===== src/rtl/alu_sequencer.sv =====
// Multicycle fetch/decode/execute controller for the 8-bit CPU. Fetches instruction
// bytes over a read handshake, drives the external combinational ALU and writes results back.
module alu_sequencer #(
    parameter logic [7:0] RESET_PC = 8'h00
) (
    input  logic       clk,
    input  logic       rst,
    output logic [7:0] mem_addr,
    output logic       mem_rd,
    input  logic       mem_ready,
    input  logic [7:0] mem_rdata,
    output logic [7:0] alu_a,
    output logic [7:0] alu_b,
    output logic [3:0] alu_op,
    input  logic [7:0] alu_y,
    output logic       halted,
    output logic [7:0] reg0
);

    typedef enum logic [2:0] {
        S_FETCH  = 3'd0,
        S_DECODE = 3'd1,
        S_EXEC   = 3'd2,
        S_OPER   = 3'd3,
        S_HALT   = 3'd4
    } state_t;

    localparam logic [3:0] OP_LDI  = 4'h8;
    localparam logic [3:0] OP_JMP  = 4'h9;
    localparam logic [3:0] OP_JZ   = 4'hA;
    localparam logic [3:0] OP_HALT = 4'hF;

    state_t     state_reg;
    logic [7:0] pc_reg;
    logic [7:0] ir_reg;
    logic       zero_reg;
    logic [7:0] alu_a_reg;
    logic [7:0] alu_b_reg;
    logic [3:0] alu_op_reg;
    logic       halted_reg;

    logic [3:0] ir_op;
    logic [1:0] ir_dst;
    logic [1:0] ir_src;
    logic [7:0] pc_inc;

    assign ir_op  = ir_reg[7:4];
    assign ir_dst = ir_reg[3:2];
    assign ir_src = ir_reg[1:0];
    assign pc_inc = pc_reg + 8'd1;

    // Register file: write port shared by ALU write-back (EXEC) and LDI (OPER).
    logic       wr_en;
    logic [7:0] wr_data;
    logic [7:0] rf [4];

    always_comb begin
        wr_en   = 1'b0;
        wr_data = alu_y;
        if (state_reg == S_EXEC) begin
            wr_en   = 1'b1;
            wr_data = alu_y;
        end else if (state_reg == S_OPER && mem_ready && ir_op == OP_LDI) begin
            wr_en   = 1'b1;
            wr_data = mem_rdata;
        end
    end

    genvar gi;
    generate
        for (gi = 0; gi < 4; gi++) begin : g_rf
            logic [7:0] r_reg;
            always_ff @(posedge clk) begin
                if (rst) begin
                    r_reg <= 8'h00;
                end else if (wr_en && ir_dst == 2'(gi)) begin
                    r_reg <= wr_data;
                end
            end
            assign rf[gi] = r_reg;
        end
    endgenerate

    always_ff @(posedge clk) begin
        if (rst) begin
            state_reg  <= S_FETCH;
            pc_reg     <= RESET_PC;
            ir_reg     <= 8'h00;
            zero_reg   <= 1'b0;
            alu_a_reg  <= 8'h00;
            alu_b_reg  <= 8'h00;
            alu_op_reg <= 4'h0;
            halted_reg <= 1'b0;
        end else begin
            case (state_reg)
                S_FETCH: begin
                    if (mem_ready) begin
                        ir_reg    <= mem_rdata;
                        pc_reg    <= pc_inc;
                        state_reg <= S_DECODE;
                    end
                end
                S_DECODE: begin
                    if (!ir_op[3]) begin
                        // Operands are captured here so dst==src needs no special case in EXEC.
                        alu_a_reg  <= rf[ir_dst];
                        alu_b_reg  <= rf[ir_src];
                        alu_op_reg <= {1'b0, ir_op[2:0]};
                        state_reg  <= S_EXEC;
                    end else if (ir_op == OP_LDI || ir_op == OP_JMP || ir_op == OP_JZ) begin
                        state_reg <= S_OPER;
                    end else if (ir_op == OP_HALT) begin
                        halted_reg <= 1'b1;
                        state_reg  <= S_HALT;
                    end else begin
                        state_reg <= S_FETCH;
                    end
                end
                S_EXEC: begin
                    zero_reg  <= (alu_y == 8'h00);
                    state_reg <= S_FETCH;
                end
                S_OPER: begin
                    if (mem_ready) begin
                        case (ir_op)
                            OP_JMP:  pc_reg <= mem_rdata;
                            OP_JZ:   pc_reg <= zero_reg ? mem_rdata : pc_inc;
                            default: pc_reg <= pc_inc;
                        endcase
                        state_reg <= S_FETCH;
                    end
                end
                S_HALT: begin
                    state_reg <= S_HALT;
                end
                default: begin
                    state_reg <= S_FETCH;
                end
            endcase
        end
    end

    // Read request is decoded from state but forced low while reset is held.
    assign mem_rd   = !rst && (state_reg == S_FETCH || state_reg == S_OPER);
    assign mem_addr = pc_reg;
    assign alu_a    = alu_a_reg;
    assign alu_b    = alu_b_reg;
    assign alu_op   = alu_op_reg;
    assign halted   = halted_reg;
    assign reg0     = rf[0];

endmodule


===== config.mk =====
export PLATFORM = sky130hd
export DESIGN_NAME = alu_sequencer
export DESIGN_NICKNAME = d
export VERILOG_FILES = /design/src/rtl/alu_sequencer.sv
export SDC_FILE = /design/constraint.sdc
export NUM_CORES = 1
export LEC_CHECK = 0
export CAP_MARGIN = 40
export CORE_UTILIZATION = 27
export DETAILED_ROUTE_END_ITERATION = 7
export SLEW_MARGIN = 0
export SYNTH_ARGS = -nofsm -noshare
export SYNTH_HDL_FRONTEND = slang
export SYNTH_SLANG_ARGS = --single-unit

===== constraint.sdc =====
create_clock -name clk -period 2 [get_ports clk]
set_clock_uncertainty 0.05 [all_clocks]
set_input_delay 0.2 -clock clk [delete_from_list [all_inputs] [get_ports clk]]
set_output_delay 0.2 -clock clk [all_outputs]
set_load 0.02 [all_outputs]

==> summary.log, run 1 <==
INFO  place          place_hpwl=7280µm
INFO  global_route   grt_pass1_vias=3087
INFO  drt            routedWlPerCell=15.6µm
INFO  timing         setup_viol=0
INFO  hold_path      timing.hold.worst_endpoint=alu_a[3]
INFO  yosys          mappedNetlistNets=396
INFO  yosys          ys_async_sr_fraction=0%
INFO  cells_and_area layout_commonest_cell=sky130_fd_sc_hd__dfxtp_1
INFO  yosys          ys_ff_latch=72
INFO  power          total_leakage_power=1.77nW
INFO  die            die_height=116µm
INFO  clock_tree     clock_tree.buffer_depth=2
INFO  drt            ant_nets=0
INFO  global_route   gr-total-overflow=0
INFO  die            core-area=12600µm²
INFO  drt            finalWirelength=9840µm
INFO  timing         timing_hold_violations_final=0
INFO  power          worst_ir_drop_vdd=410µV
INFO  drt            routed_via_density=5.04
INFO  drt            drcViolationCount=0
INFO  place          port_buffers=55
INFO  cells_and_area nNetsFinal=472
INFO  setup_path     crit_slowest_cell=sky130_fd_sc_hd__or4b_1
INFO  clock_tree     cts_buffers=9
INFO  drt            drt-initial-drc-count=213
INFO  timing         post-route-period-util=92.0%
INFO  setup_path     worstPathArrival=2.05ns
INFO  cells_and_area antenna-diode-count=0
INFO  setup_path     ff2ff_path_depth=5
INFO  die            floorplan.die.width=116µm
INFO  yosys          post_synth_instance_area=3490µm²
INFO  place          detailedPlace.worstSlack=-0.0276ns
INFO  die            floorplan.die_area=13400µm²
INFO  setup_path     critical_path.startpoint_type=flop
INFO  clock_tree     cts-htree-levels=3
INFO  cells_and_area area.growth.synth_to_final=34.5%
INFO  timing         number_of_max_slew_violations_in_the_final_report=0
INFO  timing         finalSetupTns=0ns
INFO  global_route   pin_count_of_the_biggest_net_entering_global_routing=41
INFO  drt            detailroute.via_count=3168
INFO  yosys          synth.yosys.seq_area_share=41.3%
INFO  clock_tree     clk_pin_slew_worst_paths=0.07ns
INFO  yosys          synth_enable_flop_cells=0
INFO  place          gpl.final_weighted_congestion=0.825
INFO  setup_path     setup.worst_path.class=flop to flop
INFO  job            drv.max_cap_violation_count=0
INFO  die            fp-row-count=41
INFO  timing         fin_ws=0.159ns
INFO  yosys          synth_ff_type=sky130_fd_sc_hd__dfxtp_1
INFO  die            initial_utilization=27.7%
INFO  global_route   antenna_found_initial=0
INFO  setup_path     critical_path.cell_chain=ha_1 > nand3_1 > or3_1 > or4b_1 > a31oi_1
INFO  clock_tree     root_cell_of_the_clock_tree=sky130_fd_sc_hd__clkbuf_16
INFO  timing         hold_ws=0.403ns
INFO  hold_path      holdCritPathClass=flop to flop
INFO  run_status     run_status=finished clean
INFO  setup_path     worst_r2r_startpoint=mem_addr[0]
INFO  timing         slew-limit-headroom=63.4%
INFO  hold_path      worstHoldPathCells=2
INFO  setup_path     crit_start=mem_addr[0]
INFO  timing         post-route-min-period=1.84ns
INFO  cells_and_area final_cell_mix=sky130_fd_sc_hd__dfxtp_1 (70), sky130_fd_sc_hd__a21oi_1 (66), sky130_fd_sc_hd__nand2_1 (62)
INFO  timing         maxClockFrequency=0.543GHz
INFO  global_route   wire_length_of_the_first_global_routing_pass=16100µm
INFO  hold_path      hold_path_startpoint=alu_a[3]
INFO  setup_path     timing.critical_path.fanout_max=5
INFO  yosys          synthCells=376
INFO  yosys          post_synth_num_cell_types=47
INFO  die            pin_count=57
INFO  clock_tree     clock_sink_count=72
INFO  clock_tree     clk-insertion-delay-late=0.33ns
INFO  clock_tree     cts_tree=done
INFO  cells_and_area fillCellCount=1276
INFO  drt            drt_first_pass_iters=4
INFO  setup_path     critical_path_required=2.21ns
INFO  setup_path     endpoint_kind=flop
INFO  cells_and_area largest_register_ffs=24
INFO  timing         grt_setup_unrepaired=false
INFO  yosys          synthesis.area_per_instance=9.28µm²
INFO  setup_path     critical_path.max_stage_delay=0.51ns
INFO  setup_path     regToRegEndpoint=mem_addr[6]
INFO  timing         worst_pin_slew=0.548ns
INFO  yosys          ys.warnings.count=0
INFO  setup_path     ff2ff_setup_slack=0.16ns
INFO  power          p_per_area=745nW/µm²
INFO  global_route   gr-usage-all-layers=15.5%
INFO  cells_and_area layout_cells_sized_above_1=18.6%
-- worst max-delay path: cells and delay by family (launching register included) --
kind / cells / cell delay [ns]
AO/OA/AOI/OAI: 1 / 0.17
adder cells (fa/ha/maj): 1 / 0.19
flip-flops: 1 / 0.39
AND/OR/NAND/NOR: 3 / 0.97
-- cell families (layout without fill, tap and decap cells) --
kind of cell,after synthesis,count (layout),synth area share [%]
DFF,72,72,41.3
xor gates and xnor gates,1,1,0.466
and+or+nand+nor,125,125,19.4
buffers and inverters,33,114,4.19
AOI/OAI and AO/OA,115,115,20.5
muxes,28,28,13.8
other,1,1,0.107
adders and majority gates,1,1,0.358
-- cell usage after synthesis (2+ instances only) --
cell type	n	area, µm²
sky130_fd_sc_hd__and2_1	4	25.0
sky130_fd_sc_hd__clkbuf_1	13	48.8
sky130_fd_sc_hd__o32ai_1	4	35.0
sky130_fd_sc_hd__nor2_2	3	18.8
sky130_fd_sc_hd__dfxtp_1	72	1440
sky130_fd_sc_hd__mux4_2	16	360
sky130_fd_sc_hd__nor4_1	2	12.5
sky130_fd_sc_hd__nor3_2	5	50.1
sky130_fd_sc_hd__nand3b_1	2	15.0
sky130_fd_sc_hd__buf_4	3	22.5
sky130_fd_sc_hd__a31oi_1	3	18.8
sky130_fd_sc_hd__a2bb2oi_1	2	17.5
sky130_fd_sc_hd__nor3b_1	2	15.0
sky130_fd_sc_hd__nand3_1	6	30.0
sky130_fd_sc_hd__mux2i_1	12	120
sky130_fd_sc_hd__a21oi_1	66	330
sky130_fd_sc_hd__o31ai_1	32	240
sky130_fd_sc_hd__a211oi_1	3	22.5
sky130_fd_sc_hd__nand4bb_1	2	22.5
sky130_fd_sc_hd__nor3_1	4	20.0
sky130_fd_sc_hd__o21ai_0	2	10.0
sky130_fd_sc_hd__or3_1	3	18.8
sky130_fd_sc_hd__buf_2	9	45.0
sky130_fd_sc_hd__nor2b_1	3	18.8
sky130_fd_sc_hd__inv_1	8	30.0
sky130_fd_sc_hd__nand2b_1	4	25.0
sky130_fd_sc_hd__nand2_1	62	233
sky130_fd_sc_hd__nor2_1	10	37.5
-- timing repair --
action,4_1_cts,5_1_grt
resized for setup,3,1
buffers inserted,0,0
cloned,0,0
endpoints found under the setup margin,1,1
hold buffers,0,0
-- area by class of cell --
cell class,instances,area [µm²],area share [%]
Sequential cell,72,1450,30.8
Inverter,8,30.0,0.640
Tap cell,172,215,4.58
Timing Repair Buffer,90,816,17.4
Clock inverter,7,58.8,1.25
Clock buffer,9,225,4.80
Multi-Input combinational cell,271,1900,40.5
-- layer usage --
metal / wire length [µm] / share of wire [%] / track usage [%] / vias to the layer above
met5: 0 / 0 / 0 / -
met4: 197 / 2.0 / 6.75 / 0
met3: 488 / 5.0 / 1.99 / 18
met2: 4760 / 48 / 26.2 / 81
met1: 4390 / 45 / 19.9 / 1515
li1: - / - / - / 1554
-- worst max path at each step --
| stage | cells past startpoint | to |
|---|---|---|
| 2_1_floorplan | 5 | mem_addr[6] |
| 3_3_place_gp | 7 | g_rf[3].r_reg[0] |
| 3_5_place_dp | 7 | g_rf[2].r_reg[3] |
| 4_1_cts | 3 | mem_rd |
| 5_1_grt | 5 | mem_addr[6] |
| 6_report | 5 | mem_addr[6] |
-- through the flow --
stage          util (%)  std cells  power, W  instance area (µm²)
6_report           37.2        629   0.00350                 4690
3_5_place_dp       34.9        613   0.00200                 4400
5_1_grt            37.2        629   0.00364                 4690
3_3_place_gp       34.8        612   0.00199                 4400
4_1_cts            37.2        629   0.00352                 4690
2_1_floorplan         -        376   0.00181                 3490
-- power breakdown --
| group | internal, W | switching [W] | total, W |
|---|---|---|---|
| logic | 0.000198 | 0.000236 | 0.000434 |
| registers | 0.00147 | 0.0000549 | 0.00153 |
| clock network | 0.000861 | 0.000673 | 0.00153 |
| total | 0.00253 | 0.000964 | 0.00350 |
(Power assumes the default switching activity.)
==> run 2, diff against run 1 <==
TNS_END_PERCENT = 5   (was not set)
==> results of run 2 <==
No change in the layout: final DEF, timing and power equal those of run 1.
==> run 3, diff against run 2 <==
CORE_UTILIZATION = 50   (was 27)
PLACE_DENSITY = 0.75   (was not set)
clock period = 2.2 ns   (was 2 ns; I/O delays follow)
==> run 3 against run 2 <==
Effect of this change:
- final cell count is 17% lower
- sequential share of layout area is 2.0 points higher
- global-route usage is 11 points higher
- total power is 19% lower
- the flow now finishes with violations (DRC)
- clock-buffer cell count is 1 higher
- register-to-register slack better by 0.10 ns
- clock power is 30% lower
- die area is 45% lower
- critical path type is now flop to output port
- largest power group unchanged
- worst setup slack worse by 0.061 ns
- design area is 6.3% lower
==> summary.log, run 3 (same netlist as run 1, synthesis figures left out) <==
INFO  timing         maxClockFrequency=0.476GHz
INFO  cells_and_area largest_register_ffs=24 [unchanged]
INFO  run_status     run_status=finished, violations left [was finished clean]
INFO  timing         slew-limit-headroom=56.9% [was 63.4%]
INFO  setup_path     regToRegEndpoint=g_rf[2].r_reg[3] [was mem_addr[6]]
INFO  drt            routed.top_layer=met4 [unchanged]
INFO  timing         timing_hold_violations_final=0 [unchanged]
INFO  global_route   antenna_found_initial=0 [unchanged]
INFO  cells_and_area layout_cells_sized_above_1=16.0% [was 18.6%]
INFO  setup_path     endpoint_kind=output port [was flop]
INFO  global_route   wire_length_of_the_first_global_routing_pass=14800µm [was 16100 µm]
INFO  timing         worst_pin_slew=0.647ns [was 0.548 ns]
INFO  global_route   gr-usage-all-layers=26.4% [was 15.5%]
INFO  setup_path     worst_r2r_startpoint=state_reg[2] [was mem_addr[0]]
INFO  power          p_per_area=648nW/µm² [was 745 nW/µm²]
INFO  timing         finalSetupTns=0ns [unchanged]
INFO  drt            ant_nets=0 [unchanged]
INFO  clock_tree     clock_sink_count=72 [unchanged]
INFO  place          port_buffers=55 [unchanged]
INFO  power          total_power=0.00285W [was 0.00350 W]
INFO  die            initial_utilization=51.7% [was 27.7%]
INFO  cells_and_area nNetsFinal=459 [was 472]
INFO  setup_path     ff2ff_setup_slack=0.26ns [was 0.16 ns]
INFO  die            pin_count=57 [unchanged]
INFO  setup_path     critical_path_required=1.93ns [was 2.21 ns]
INFO  clock_tree     root_cell_of_the_clock_tree=sky130_fd_sc_hd__clkbuf_8 [was sky130_fd_sc_hd__clkbuf_16]
INFO  drt            drt_first_pass_iters=7 [was 4]
INFO  place          gpl.final_weighted_congestion=0.865 [was 0.825]
INFO  drt            route.layer.met1.wl=4170µm [was 4390 µm]
INFO  clock_tree     cts_hold_repair.buffers=0 [unchanged]
INFO  die            die_height=85.6µm [was 116 µm]
INFO  clock_tree     cts_buffers=9 [unchanged]
INFO  drt            wl_met3=578µm [was 488 µm]
INFO  hold_path      hold_path_startpoint=mem_rdata[0] [was alu_a[3]]
INFO  timing         setup_viol=0 [unchanged]
INFO  hold_path      holdCritPathClass=primary input to flop [was flop to flop]
INFO  power          worst_ir_drop_vdd=508µV [was 410 µV]
INFO  setup_path     setup.worst_path.class=flop to output port [was flop to flop]
INFO  clock_tree     clock_tree.buffer_depth=2 [unchanged]
INFO  power          total_leakage_power=1.66nW [was 1.77 nW]
INFO  setup_path     worstPathArrival=1.83ns [was 2.05 ns]
INFO  timing         grt_setup_unrepaired=false [unchanged]
INFO  clock_tree     cts_setup_buffers=0 [unchanged]
INFO  global_route   grt_pass1_vias=2927 [was 3087]
INFO  global_route   gr-total-overflow=0 [unchanged]
INFO  setup_path     timing.critical_path.fanout_max=10 [was 5]
INFO  cells_and_area area.growth.synth_to_final=25.9% [was 34.5%]
INFO  die            fp-row-count=30 [was 41]
INFO  cells_and_area layout_commonest_cell=sky130_fd_sc_hd__dfxtp_1 [unchanged]
INFO  clock_tree     cts-htree-levels=3 [unchanged]
INFO  drt            drcViolationCount=1 [was 0]
INFO  cells_and_area antenna-diode-count=0 [unchanged]
INFO  setup_path     ff2ff_path_depth=4 [was 5]
INFO  clock_tree     clk_pin_slew_worst_paths=0.08ns [was 0.07 ns]
INFO  timing         post-route-period-util=95.5%
INFO  drt            finalWirelength=9100µm [was 9840 µm]
INFO  clock_tree     cts_tree=done [unchanged]
INFO  hold_path      timing.hold.worst_endpoint=ir_reg[0] [was alu_a[3]]
INFO  run_status     failed_checks=DRC
INFO  clock_tree     clk-insertion-delay-late=0.34ns [was 0.33 ns]
INFO  cells_and_area final_cell_mix=sky130_fd_sc_hd__dfxtp_1 (71), sky130_fd_sc_hd__a21oi_1 (66), sky130_fd_sc_hd__nand2_1 (62) [was sky130_fd_sc_hd__dfxtp_1 (70), sky130_fd_sc_hd__a21oi_1 (66), sky130_fd_sc_hd__nand2_1 (62)]
INFO  drt            detailroute.via_count=3190 [was 3168]
INFO  place          place_hpwl=6350µm [was 7280 µm]
INFO  drt            met2RoutedLength=4170µm [was 4760 µm]
INFO  timing         post-route-min-period=2.10ns
INFO  clock_tree     post_cts_resized=0 [was 3]
INFO  timing         number_of_max_slew_violations_in_the_final_report=0 [unchanged]
INFO  job            drv.max_cap_violation_count=0 [unchanged]
INFO  global_route   pin_count_of_the_biggest_net_entering_global_routing=40 [was 41]
INFO  die            core-area=6760µm² [was 12600 µm²]
INFO  drt            routed_via_density=6.09 [was 5.04]
INFO  cells_and_area fillCellCount=555 [was 1276]
INFO  die            floorplan.die_area=7320µm² [was 13400 µm²]
INFO  hold_path      worstHoldPathCells=3 [was 2]
INFO  die            floorplan.die.width=85.6µm [was 116 µm]
INFO  drt            routedWlPerCell=17.4µm [was 15.6 µm]
INFO  drt            drt-initial-drc-count=309 [was 213]
INFO  setup_path     critical_path.startpoint_type=flop [unchanged]
run 3: cell types whose count changed in the layout (fill, tap and decap cells not counted), sizes merged:
| cell | previous run | this run |
|---|---|---|
| clkdlybuf4s50 | 54 | 55 |
| bufinv | 0 | 1 |
| inv | 13 | 9 |
| dlymetal6s2s | 1 | 0 |
| buf | 35 | 22 |
| clkinv | 0 | 2 |
| clkbuf | 9 | 10 |
run 3: stage by stage:
stage                     worst slack, ns  hold WS, ns  cells  area [µm²]  util, %
after floorplan                     0.333        0.269    376        3490        -
after global placement              0.180        0.390    507        4180     61.9
after detailed placement            0.121        0.394    508        4190     62.0
after CTS                          0.0458        0.395    524        4400     65.1
after global routing               0.0383        0.425    524        4400     65.1
final                              0.0985        0.404    524        4400     65.1
run 3: worst max path at each step:
stage	slack, ns	from	cells past startpoint	to
floorplan	0.33	mem_addr[0]	5	mem_addr[6]
global placement	0.18	mem_ready	5	reg0[5]
detailed placement	0.12	mem_ready	5	reg0[2]
CTS	0.05	state_reg[1]	3	mem_rd
global route	0.04	state_reg[0]	3	mem_rd
finish	0.1	state_reg[0]	3	mem_rd
run 3: worst max-delay path: stages (launching register included):
cell and delay (ns):
sky130_fd_sc_hd__dfxtp_1 0.54, sky130_fd_sc_hd__xnor2_2 0.20, sky130_fd_sc_hd__and2_1 0.16, sky130_fd_sc_hd__clkdlybuf4s50_1 0.59
run 3: area by class of cell:
cell class              count  area (µm²)  share of cell area [%]
clock buffers              10         138                    3.13
flip-flops and latches     72        1440                    32.8
repair buffers             77         716                    16.3
clock inverters             6        67.6                    1.54
inverters                   8        30.0                   0.683
well taps                  80         100                    2.28
multi-input cells         271        1900                    43.3
run 3: power breakdown:
part	switching [W]	internal, W	leakage, nW	total (W)
Combinational	0.000213	0.000172	0.982	0.000385
Clock	0.000517	0.000558	0.0989	0.00107
Sequential	0.0000503	0.00134	0.583	0.00139
Total	0.000780	0.00207	1.66	0.00285
run 3: layer usage:
layer	vias up	GRT usage [%]
li1	1504	-
met5	-	0
met2	134	39.0
met1	1534	38.7
met3	18	3.95
met4	0	11.1
